### src/rtl/multiword_adder_seq_if.sv
`default_nettype none
// ============================================================================
// multiword_adder_seq_if : operand load / control / result readback bundle
// Rev 1.0
// ============================================================================
interface multiword_adder_seq_if #(
  parameter int WORD_W    = 32,
  parameter int NUM_WORDS = 2
);
  localparam int IDX_W = (NUM_WORDS > 1) ? $clog2(NUM_WORDS) : 1;

  logic              i_wr_valid;
  logic              i_wr_opnd;
  logic [IDX_W-1:0]  i_wr_idx;
  logic [WORD_W-1:0] i_wr_data;
  logic              i_start;
  logic              i_mode_sub;
  logic              i_cin;
  logic [IDX_W-1:0]  i_rd_idx;
  logic [WORD_W-1:0] o_rd_data;
  logic              o_busy;
  logic              o_done;
  logic              o_cout;
  logic              o_overflow;

  modport slave (
    input  i_wr_valid, i_wr_opnd, i_wr_idx, i_wr_data,
    input  i_start, i_mode_sub, i_cin, i_rd_idx,
    output o_rd_data, o_busy, o_done, o_cout, o_overflow
  );

  modport master (
    output i_wr_valid, i_wr_opnd, i_wr_idx, i_wr_data,
    output i_start, i_mode_sub, i_cin, i_rd_idx,
    input  o_rd_data, o_busy, o_done, o_cout, o_overflow
  );
endinterface
`default_nettype wire

### src/rtl/multiword_adder_seq.sv
`default_nettype none
// ============================================================================
// multiword_adder_seq : word-serial multi-precision adder/subtractor
// Rev 1.0
// ============================================================================
module multiword_adder_seq #(
  parameter int WORD_W    = 32,
  parameter int NUM_WORDS = 2
) (
  input  logic                 clk,
  input  logic                 resetn,
  multiword_adder_seq_if.slave bus
);
  localparam int IDX_W = (NUM_WORDS > 1) ? $clog2(NUM_WORDS) : 1;
  localparam logic [IDX_W-1:0] c_LAST_IDX = IDX_W'(NUM_WORDS - 1);

  typedef enum logic [1:0] {
    S_IDLE = 2'd0,
    S_RUN  = 2'd1,
    S_DONE = 2'd2
  } state_t;

  state_t            r_state;
  state_t            w_state_nxt;

  logic [WORD_W-1:0] r_a   [NUM_WORDS];
  logic [WORD_W-1:0] r_b   [NUM_WORDS];
  logic [WORD_W-1:0] r_res [NUM_WORDS];
  logic [IDX_W-1:0]  r_cnt;
  logic              r_mode;
  logic              r_carry;
  logic              r_cout;
  logic              r_ovf;

  logic              w_busy;
  logic              w_done;
  logic              w_start;
  logic              w_run;
  logic              w_last;
  logic              w_wr_ok;
  logic              w_rd_ok;
  logic [WORD_W-1:0] w_a;
  logic [WORD_W-1:0] w_bx;
  logic [WORD_W:0]   w_sum;

  // Range checks only exist when the index field can encode past the last word.
  generate
    if (NUM_WORDS == (1 << IDX_W)) begin : g_full_idx
      assign w_wr_ok = 1'b1;
      assign w_rd_ok = 1'b1;
    end else begin : g_part_idx
      localparam logic [IDX_W:0] c_NUM_WORDS = (IDX_W + 1)'(NUM_WORDS);
      assign w_wr_ok = ({1'b0, bus.i_wr_idx} < c_NUM_WORDS);
      assign w_rd_ok = ({1'b0, bus.i_rd_idx} < c_NUM_WORDS);
    end
  endgenerate

  always_ff @(posedge clk) begin
    if (!resetn) begin
      r_state <= S_IDLE;
    end else begin
      r_state <= w_state_nxt;
    end
  end

  always_comb begin
    w_state_nxt = r_state;
    w_busy      = 1'b1;
    w_done      = 1'b0;
    w_start     = 1'b0;
    w_run       = 1'b0;
    case (r_state)
      S_IDLE: begin
        w_busy  = 1'b0;
        w_start = bus.i_start;
        if (bus.i_start) begin
          w_state_nxt = S_RUN;
        end
      end
      S_RUN: begin
        w_run = 1'b1;
        if (w_last) begin
          w_state_nxt = S_DONE;
        end
      end
      S_DONE: begin
        w_done      = 1'b1;
        w_state_nxt = S_IDLE;
      end
      default: begin
        w_busy      = 1'b0;
        w_state_nxt = S_IDLE;
      end
    endcase
  end

  assign w_last = (r_cnt == c_LAST_IDX);
  assign w_a    = r_a[r_cnt];
  assign w_bx   = r_mode ? ~r_b[r_cnt] : r_b[r_cnt];
  assign w_sum  = {1'b0, w_a} + {1'b0, w_bx} + {{WORD_W{1'b0}}, r_carry};

  always_ff @(posedge clk) begin
    if (!resetn) begin
      for (int k = 0; k < NUM_WORDS; k++) begin
        r_a[k]   <= '0;
        r_b[k]   <= '0;
        r_res[k] <= '0;
      end
      r_cnt   <= '0;
      r_mode  <= 1'b0;
      r_carry <= 1'b0;
      r_cout  <= 1'b0;
      r_ovf   <= 1'b0;
    end else begin
      if (!w_busy && bus.i_wr_valid && w_wr_ok) begin
        if (bus.i_wr_opnd) begin
          r_b[bus.i_wr_idx] <= bus.i_wr_data;
        end else begin
          r_a[bus.i_wr_idx] <= bus.i_wr_data;
        end
      end

      // Subtraction is A + ~B + ~borrow, so the incoming borrow is inverted here.
      if (w_start) begin
        r_mode  <= bus.i_mode_sub;
        r_carry <= bus.i_mode_sub ^ bus.i_cin;
        r_cnt   <= '0;
        r_cout  <= 1'b0;
        r_ovf   <= 1'b0;
      end

      if (w_run) begin
        r_res[r_cnt] <= w_sum[WORD_W-1:0];
        r_carry      <= w_sum[WORD_W];
        r_cnt        <= w_last ? '0 : r_cnt + 1'b1;
        if (w_last) begin
          r_cout <= w_sum[WORD_W];
          r_ovf  <= (w_a[WORD_W-1] == w_bx[WORD_W-1]) &&
                    (w_sum[WORD_W-1] != w_a[WORD_W-1]);
        end
      end
    end
  end

  assign bus.o_rd_data  = w_rd_ok ? r_res[bus.i_rd_idx] : '0;
  assign bus.o_busy     = w_busy;
  assign bus.o_done     = w_done;
  assign bus.o_cout     = r_cout;
  assign bus.o_overflow = r_ovf;

endmodule
`default_nettype wire

### src/flat_wrapper.sv
// flat-port wrapper written by rule: the top's interface ports become plain ports
module multiword_adder_seq_flat 
#(
  parameter int WORD_W    = 32,
  parameter int NUM_WORDS = 2
)
  (clk, resetn, bus_i_wr_valid, bus_i_wr_opnd, bus_i_wr_idx, bus_i_wr_data, bus_i_start, bus_i_mode_sub, bus_i_cin, bus_i_rd_idx, bus_o_rd_data, bus_o_busy, bus_o_done, bus_o_cout, bus_o_overflow);
  multiword_adder_seq_if #(.WORD_W(WORD_W), .NUM_WORDS(NUM_WORDS)) bus_i ();
  input  logic clk;
  input  logic resetn;
  input wire logic [$bits(bus_i.i_wr_valid)-1:0] bus_i_wr_valid;
  input wire logic [$bits(bus_i.i_wr_opnd)-1:0] bus_i_wr_opnd;
  input wire logic [$bits(bus_i.i_wr_idx)-1:0] bus_i_wr_idx;
  input wire logic [$bits(bus_i.i_wr_data)-1:0] bus_i_wr_data;
  input wire logic [$bits(bus_i.i_start)-1:0] bus_i_start;
  input wire logic [$bits(bus_i.i_mode_sub)-1:0] bus_i_mode_sub;
  input wire logic [$bits(bus_i.i_cin)-1:0] bus_i_cin;
  input wire logic [$bits(bus_i.i_rd_idx)-1:0] bus_i_rd_idx;
  output wire logic [$bits(bus_i.o_rd_data)-1:0] bus_o_rd_data;
  output wire logic [$bits(bus_i.o_busy)-1:0] bus_o_busy;
  output wire logic [$bits(bus_i.o_done)-1:0] bus_o_done;
  output wire logic [$bits(bus_i.o_cout)-1:0] bus_o_cout;
  output wire logic [$bits(bus_i.o_overflow)-1:0] bus_o_overflow;
  assign bus_i.i_wr_valid = bus_i_wr_valid;
  assign bus_i.i_wr_opnd = bus_i_wr_opnd;
  assign bus_i.i_wr_idx = bus_i_wr_idx;
  assign bus_i.i_wr_data = bus_i_wr_data;
  assign bus_i.i_start = bus_i_start;
  assign bus_i.i_mode_sub = bus_i_mode_sub;
  assign bus_i.i_cin = bus_i_cin;
  assign bus_i.i_rd_idx = bus_i_rd_idx;
  assign bus_o_rd_data = bus_i.o_rd_data;
  assign bus_o_busy = bus_i.o_busy;
  assign bus_o_done = bus_i.o_done;
  assign bus_o_cout = bus_i.o_cout;
  assign bus_o_overflow = bus_i.o_overflow;
  multiword_adder_seq #(.WORD_W(WORD_W), .NUM_WORDS(NUM_WORDS)) u_core (.clk(clk), .resetn(resetn), .bus(bus_i));
endmodule
### config.mk
export PLATFORM = sky130hd
export DESIGN_NAME = multiword_adder_seq_flat
export DESIGN_NICKNAME = d
export VERILOG_FILES = /design/src/rtl/multiword_adder_seq_if.sv /design/src/rtl/multiword_adder_seq.sv /design/src/flat_wrapper.sv
export SDC_FILE = /design/constraint.sdc
export NUM_CORES = 1
export LEC_CHECK = 0
export BUFFER_PORTS_ARGS = -buffer_cell sky130_fd_sc_hd__buf_2
export CAP_MARGIN = 20
export CORE_MARGIN = 1.5
export CORE_UTILIZATION = 30
export DETAILED_ROUTE_END_ITERATION = 16
export GPL_ROUTABILITY_DRIVEN = 0
export GPL_TIMING_DRIVEN = 0
export SLEW_MARGIN = 20
export SYNTH_ARGS = -nofsm -noshare
export SYNTH_HDL_FRONTEND = slang
export SYNTH_SLANG_ARGS = --single-unit
### constraint.sdc
create_clock -name clk -period 5.2 [get_ports clk]
set_clock_uncertainty 0.1 [all_clocks]
set_input_delay 1.3 -clock clk [delete_from_list [all_inputs] [get_ports clk]]
set_output_delay 1.3 -clock clk [all_outputs]
set_load 0.05 [all_outputs]
==> summary.txt <==
Clock tree
  – Clk_lat worst skew: 0.44 ns
  – Clk buf depth: 2
  – Post-CTS setup buffers: 0
  – Clk slew on worst S/H paths: 0.07 ns
  – TritonCTS clock tree: built
  – Clock root cell: clkbuf_16
  – Sink Count: 200
  – Post-CTS Hold Fix Bufs: 0
  – CTS Buf Count: 17
  – PostCTS Resize Cnt: 0
  – H-Tree Depth: 4

Timing
  – Pins Over Slew Limit: 0
  – Worst slew pin tran: 0.942 ns
  – RSZ-0062 raised after global routing: no
  – Setup TNS: 0 ns
  – Final worst slack: 0.463 ns
  – Final setup fails: 0
  – Period utilisation layout: 91.1%
  – Max-Slew Margin vs Limit: a little under two fifths
  – Final hold viol count: 0
  – Hold slack final: 0.404 ns
  – FMAX: around 0.21 GHz
  – Min cycle time layout: between 4 and 5 ns

Routing
  – ANT nets after route: 0
  – M1 wire length: approximately 12,000 µm
  – Initial drt markers: 393
  – WL/cell: 17.1 µm
  – Via density: 4.60
  – First-pass iteration count of the detailed router: 5
  – Met2 WL: 10,900 µm
  – Total detailed-routing wirelength: 24,500 µm
  – DR DRC count: 0
  – WL met3: 1190 µm
  – Via count: about 6,600
  – Top sig layer: met4

Power and ir drop
  – Sequential power share: between 30% and 40%
  – Clk network pwr share: approximately 22%
  – Combinational power share: between 40% and 50%
  – VDD IR max: 0.250 mV
  – Int Pwr: between 3 and 4 mW
  – NetSw: ~2.4 mW
  – Sw frac: 39.5%
  – Pwr dens: 491 mW/mm²
  – Leak Pwr: between 4 and 5 nW

Placed design
  – Post-DP HPWL: 18,200 µm
  – Pre-CTS setup slack: 0.515 ns
  – Placed insts: between 1,000 and 1,500
  – I/O Buffers: 75

Setup path
  – Startpoint types: flip-flop
  – Crit-path max cell delay: 0.73 ns
  – Critical Path RT: roughly 5.3 ns
  – Maximum fanout along the worst path: 10
  – Worst path cell trace: clkbuf_1, buf_1, mux2i_1, xnor2_1, ha_1, clkbuf_1, a211oi_1, o21a_1, nor3_1, a211oi_1, a31oi_1, xnor2_1, nor2_1
  – Critical path's slowest cell: buf_1
  – CP Capture Type: flip-flop
  – Crit path DAT: 4.81 ns
  – Type of the worst setup path: flip-flop to flip-flop

Die
  – Full die area: 0.0364 mm²
  – Rows: 68
  – Die width: approximately 190 µm
  – Starting density of the core: approximately 31%
  – IO Pins: 77
  – Die height: 191 µm
  – CORE AREA: 0.0346 mm²

Layout
  – Layout cell share with drive strength beyond 1: 19.4%
  – Area growth, synth to finish: 16.0%
  – Finished Layout Cells: 1,433
  – Fin nets: 1,043
  – Final core area utilization: between 30% and 40%

Global routing
  – First-pass GRT wire length: roughly 37,000 µm
  – Vias in the first global route: 6,510
  – Overflow after GRT: 0
  – Initial antenna violation count: 2
  – Tot GR Track Use: 13.7%
  – Largest net degree at the start of global routing: 22

Synthesis
  – Main flop type after synthesis: edfxtp_1
  – Number of synthesized register bits: 200
  – Synth async-reset ratio: 0%
  – Mapped Cells: 864
  – Number of distinct library cells after synthesis: between 50 and 60
  – Area contributors post-synth: edfxtp_1 55%, and2_1 7.8%, mux2_2 6.7%
  – Mean Syn Cell Area: about 12 µm²
  – Most common library cells after synthesis: 192 x edfxtp_1, 131 x and2_1, 77 x nor2_1
  – Synth warn: 0
  – Post-synth EDFFs: 192
  – Largest area contributor in the netlist: edfxtp_1
  – Syn nets: 943
  – Cell Area, Synth: 0.0106 mm²
  – Top cell type's share of synthesized area: 54.6%
  – Sequential share of the synthesized area: between 50% and 60%
  – Count leader, synth: edfxtp_1

Run
  – Max_cap viols: 0

Hold path
  – Worst hold path class: flip-flop to flip-flop

Status
  – Outcome: complete, no violations
final cells by class:
type	count	area (µm²)
antenna	1	2.50
buffer	41	159
clock buffer	19	433
clock inverter	13	134
fill	3351	22400
inverter	10	37.5
multi-input combinational	613	4460
sequential	200	5930
tap	455	569
timing repair buffer	81	541
registers in the layout, indices dropped and copies added, names as in the netlist, named ones only:
signal,flops
u_core.r_cnt,1
u_core.r_b,64
u_core.bus.o_overflow,1
u_core.r_carry,1
u_core.bus.o_cout,1
u_core.r_a,64
u_core.r_mode,1
u_core.r_state,2
u_core.r_res,64
worst max-delay path: cells and delay by family, from the launching register on:
family | cells | cell delay [ns]
AOI/OAI and AO/OA | 4 | 1.39
muxes | 1 | 0.41
DFF | 1 | 0.34
adders and majority gates | 1 | 0.32
and+or+nand+nor | 2 | 0.15
xor gates and xnor gates | 2 | 0.42
buffers and inverters | 3 | 1.35
power groups by stage:
stage               Sequential [mW]  Clock (mW)  Combinational [mW]
global route                   2.11        1.38                2.86
global placement               2.12           0                2.56
CTS                            2.09        1.32                2.63
finish                         2.09        1.31                2.62
floorplan                      2.11           0                1.93
detailed placement             2.12           0                2.61
path summary, 6_finish.rpt:
check	cells after the start	from	endpoint	slack, ns
worst max register to register	13	flip-flop	u_core.r_res[1][28]	0.46
worst max-delay path	13	flip-flop	u_core.r_res[1][28]	0.46
worst min register to register	2	u_core.bus.o_overflow	u_core.bus.o_overflow	0.40
worst min-delay path	2	u_core.bus.o_overflow	u_core.bus.o_overflow	0.40
per-stage QoR:
stage | power, mW | area (µm²)
5_1_grt | 6.36 | 12300
6_report | 6.02 | 12300
3_5_place_dp | 4.73 | 11700
4_1_cts | 6.04 | 12300
3_3_place_gp | 4.68 | 11500
2_1_floorplan | 4.05 | 10600
layout by cell type (no fill, tap or decap), types with 8 or more instances in the layout:
cell | synthesis | final
buf_2 | 4 | 79
clkbuf_1 | 26 | 28
dfxtp_1 | 8 | 8
a21oi_1 | 35 | 35
a31oi_1 | 8 | 8
edfxtp_1 | 192 | 192
and2_1 | 131 | 131
mux2i_1 | 37 | 37
buf_1 | 11 | 11
clkbuf_16 | 0 | 17
mux2_2 | 63 | 63
o21ai_0 | 18 | 18
a21o_1 | 9 | 9
inv_1 | 10 | 10
ha_1 | 36 | 36
xnor2_1 | 46 | 46
nor2b_1 | 8 | 8
xor2_1 | 15 | 15
nor3_1 | 9 | 9
o21a_1 | 9 | 9
nand2_1 | 38 | 37
nor2_1 | 77 | 77
per-layer routing:
layer / track usage, % / up-vias
met5: 0 / -
met4: 3.36 / 0
met3: 3.22 / 12
met2: 20.9 / 144
met1: 19.5 / 3134
li1: - / 3303
cell families after synthesis:
logic type / share of synthesized area (%)
adders and majority gates: 4.64
AOI/OAI and AO/OA: 7.26
DFF: 56.1
muxes: 10.2
buffers and inverters: 1.86
xor gates and xnor gates: 5.06
and+or+nand+nor: 14.9
(Power assumes the default switching activity.)
